==> src/rtl/stack_checker_sat_counter.sv <==
// Saturating up-counter.
//   clk, reset : clock and async active-high reset
//   inc        : count one event this cycle
//   count      : current value, sticks at all-ones
module sat_counter #(
  parameter int CNT_W = 16
) (
  input  logic             clk,
  input  logic             reset,
  input  logic             inc,
  output logic [CNT_W-1:0] count
);

  always_ff @(posedge clk or posedge reset) begin
    if (reset) begin
      count <= '0;
    end else if (inc && (count != {CNT_W{1'b1}})) begin
      count <= count + 1'b1;
    end
  end

endmodule

==> config.mk <==
export PLATFORM = sky130hd
export DESIGN_NAME = sat_counter
export DESIGN_NICKNAME = d
export VERILOG_FILES = /design/src/rtl/stack_checker_sat_counter.sv
export SDC_FILE = /design/constraint.sdc
export NUM_CORES = 1
export LEC_CHECK = 0
export ABC_CLOCK_PERIOD_IN_PS = 2000
export BUFFER_PORTS_ARGS = -buffer_cell sky130_fd_sc_hd__buf_2
export CAP_MARGIN = 25
export CORE_MARGIN = 2
export CORE_UTILIZATION = 40
export CTS_CLUSTER_DIAMETER = 40
export CTS_CLUSTER_SIZE = 14
export DETAILED_ROUTE_END_ITERATION = 16
export HOLD_SLACK_MARGIN = 0.12
export REMOVE_ABC_BUFFERS = 1
export SLEW_MARGIN = 20
export SYNTH_ARGS = -nofsm -noshare
export SYNTH_HDL_FRONTEND = slang
export SYNTH_SLANG_ARGS = --single-unit
export TNS_END_PERCENT = 50
==> constraint.sdc <==
create_clock -name clk -period 2 [get_ports clk]
set_clock_uncertainty 0.15 [all_clocks]
set_input_delay 0.1 -clock clk [delete_from_list [all_inputs] [get_ports clk]]
set_output_delay 0.1 -clock clk [all_outputs]
set_load 0.05 [all_outputs]
==> results.txt <==
Hold crit path type: in2async
Share of the synthesized area in the top cell type: 0.497
Layout cell share with drive strength beyond 1: 0.316
Max reg flops: 16
Synth cell types: 22
Slew Viols, Final: 0
Total power: 1.16 mW
Chip Height: 48.9 microns
Syn Area/Cell: 11.3 sq um
H-Tree Depth: 1
Reg2Reg Depth: 5
# nets final: 101
ANT nets after route: 0
Status: finished clean
Min Tclk post-route: 1790 ps
Routability cong.: 0.739
Final non-filler cell total: 122
Post-Place Cells: 117
CTS tree: built
Die X-Extent: 48.9 microns
Largest net degree at the start of global routing: 17
Root Buffer: clkbuf_4
Critical path cell sequence: ha_1 > and3_1 > nand4_4 > nand2_2 > mux2_2
Vias per cell: 5.23
Area Overhead vs Synth: 21.6%
IO buf count: 18
GRT Resource Usage Total: 0.154
Worst path slowest cell: dfrtp_1
Detailed Place HPWL: 1130 microns
I/O pin total: 19
Fin crit share: 0.895
Initial Utilization: 0.419
Worst slew pin tran: 599 ps
Syn Inst Count: 71
Longest Clk Path Bufs: 2
Data required, critical path: 2030 ps
Worst rel slew slack: 0.600
Worst path arrival time: 1820 ps
Drt total wl: 1560 microns
TritonRoute pass-1 iters: 6
Top-count cell post-synth: dfrtp_1
Element type at the critical path start: register
Setup violations, final: 0
Vias in the first global route: 609
Max Fclk: 0.559 GHz
Yosys warns: 0
CORE AREA: 1920 sq um
Vias: 638
Post-synth EDFFs: 0
VDD IR max: 915 uV
Type of the worst setup path: reg2reg
CP endpoint kind: register
Pwr per Cell Area: 1180 nW/um^2
Leak: 0.489 nW
Initial detailed-routing violation count: 12
Total CTS buffers: 3
Largest stage delay on the critical path: 430 ps
RSZ-0062 raised after global routing: no
Residual DRC: 0
Synth area leader: dfrtp_1
Mapped Area: 806 sq um
Register bit total from synthesis: 16
N_diodes: 0
Global route overflow: 0
Largest registers: count x16
Initial antenna violation count: 0
MaxCap Viol Count: 0
Post-cts resize count: 0
Clock slew at reported path FFs: 90 ps
Clock Sinks: 16
Die area: 2390 sq um
Async S/R FF share, synth: 1.00
Synth area leaders: dfrtp_1 (50%), xnor2_1 (12%), nand3_1 (4.3%)
Worst-Skew Late Latency: 290 ps
Seq/Total Area, Yosys: 0.497
First-pass GRT wire length: 2780 microns
FP Rows: 16
Final hold vios: 0
CP max FO: 9
Top reg by flops: count
Post-synth top cells: dfrtp_1 (16), xnor2_1 (11), nand3_1 (7)
Ys flop type: dfrtp_1
WL/cell: 12.8 microns
path summary, 6_finish.rpt:
kind	from	endpoint	slack [ps]
setup / recovery	count[0]	count[1]	210
setup reg to reg	count[0]	count[1]	210
max in group asynchronous	reset	count[6]	1040
hold reg to reg	count[15]	count[15]	370
min in group clk	count[15]	count[15]	370
hold / removal	reset	count[2]	270
critical path, delay by kind of cell (launching register included):
family / cells / cell delay (ps)
mux: 1 / 330
fa+ha+maj: 1 / 220
simple gates: 3 / 570
flops: 1 / 430
report_power, final:
group          switching (mW)  leakage (nW)  internal, mW
sequential              0.100         0.211         0.395
clock                   0.100        0.0138        0.0700
combinational           0.356         0.264         0.136
kinds of logic (layout without fill, tap and decap cells):
family,count (synthesis),in the layout,synth area share
AO/OA/AOI/OAI,3,3,0.0217
XOR/XNOR,11,11,0.120
adder cells (fa/ha/maj),1,1,0.0155
buffers and inverters,1,25,0.00465
flip-flops,16,16,0.497
multiplexers,3,3,0.0404
AND/OR/NAND/NOR,36,36,0.301
routing by layer:
layer	vias up	GRT usage	share of wire
met1	314	0.208	0.47
met4	0	0.0857	0.022
li1	306	-	-
met3	4	0.0276	0.041
met2	14	0.235	0.47
met5	-	0	0
cell type report:
type	count	area, sq um
fillers	196	942
clock buffers	3	22.5
flip-flops and latches	16	400
well taps	27	33.8
repair buffers	21	118
multi-input cells	54	402
inverters	1	3.75
through the flow:
| stage | setup TNS, ps | utilization | instance area, sq um | setup slack [ps] | hold slack [ps] |
|---|---|---|---|---|---|
| 2_1_floorplan | -14.4 | - | 806 | -14.4 | -136 |
| 3_3_place_gp | 0 | 0.488 | 937 | 243 | 52.2 |
| 3_5_place_dp | 0 | 0.488 | 937 | 211 | 60.0 |
| 4_1_cts | 0 | 0.510 | 980 | 196 | 293 |
| 5_1_grt | 0 | 0.510 | 980 | 93.7 | 346 |
| 6_report | 0 | 0.510 | 980 | 210 | 266 |
cells in the final DEF (no fill, tap or decap):
cell / count
buf_4: 1
xnor2_1: 11
nand4_4: 1
and3_2: 1
nor4_4: 1
a21oi_1: 2
nand4_1: 5
dlygate4sd3_1: 2
and3_1: 4
mux2_2: 2
and4_1: 3
nand2_2: 1
buf_2: 18
nor2_1: 3
clkbuf_4: 3
nand3_1: 7
dfrtp_1: 16
and4_2: 1
ha_1: 1
mux2i_1: 1
nand2_1: 6
nand2b_1: 1
o21a_1: 1
nand4_2: 1
inv_1: 1
and2_1: 1
repair_timing:
action,4_1_cts,5_1_grt
hold endpoints to repair,19,0
hold buffers,2,0
buffers inserted,0,0
Power figures use the tool's default switching activity.
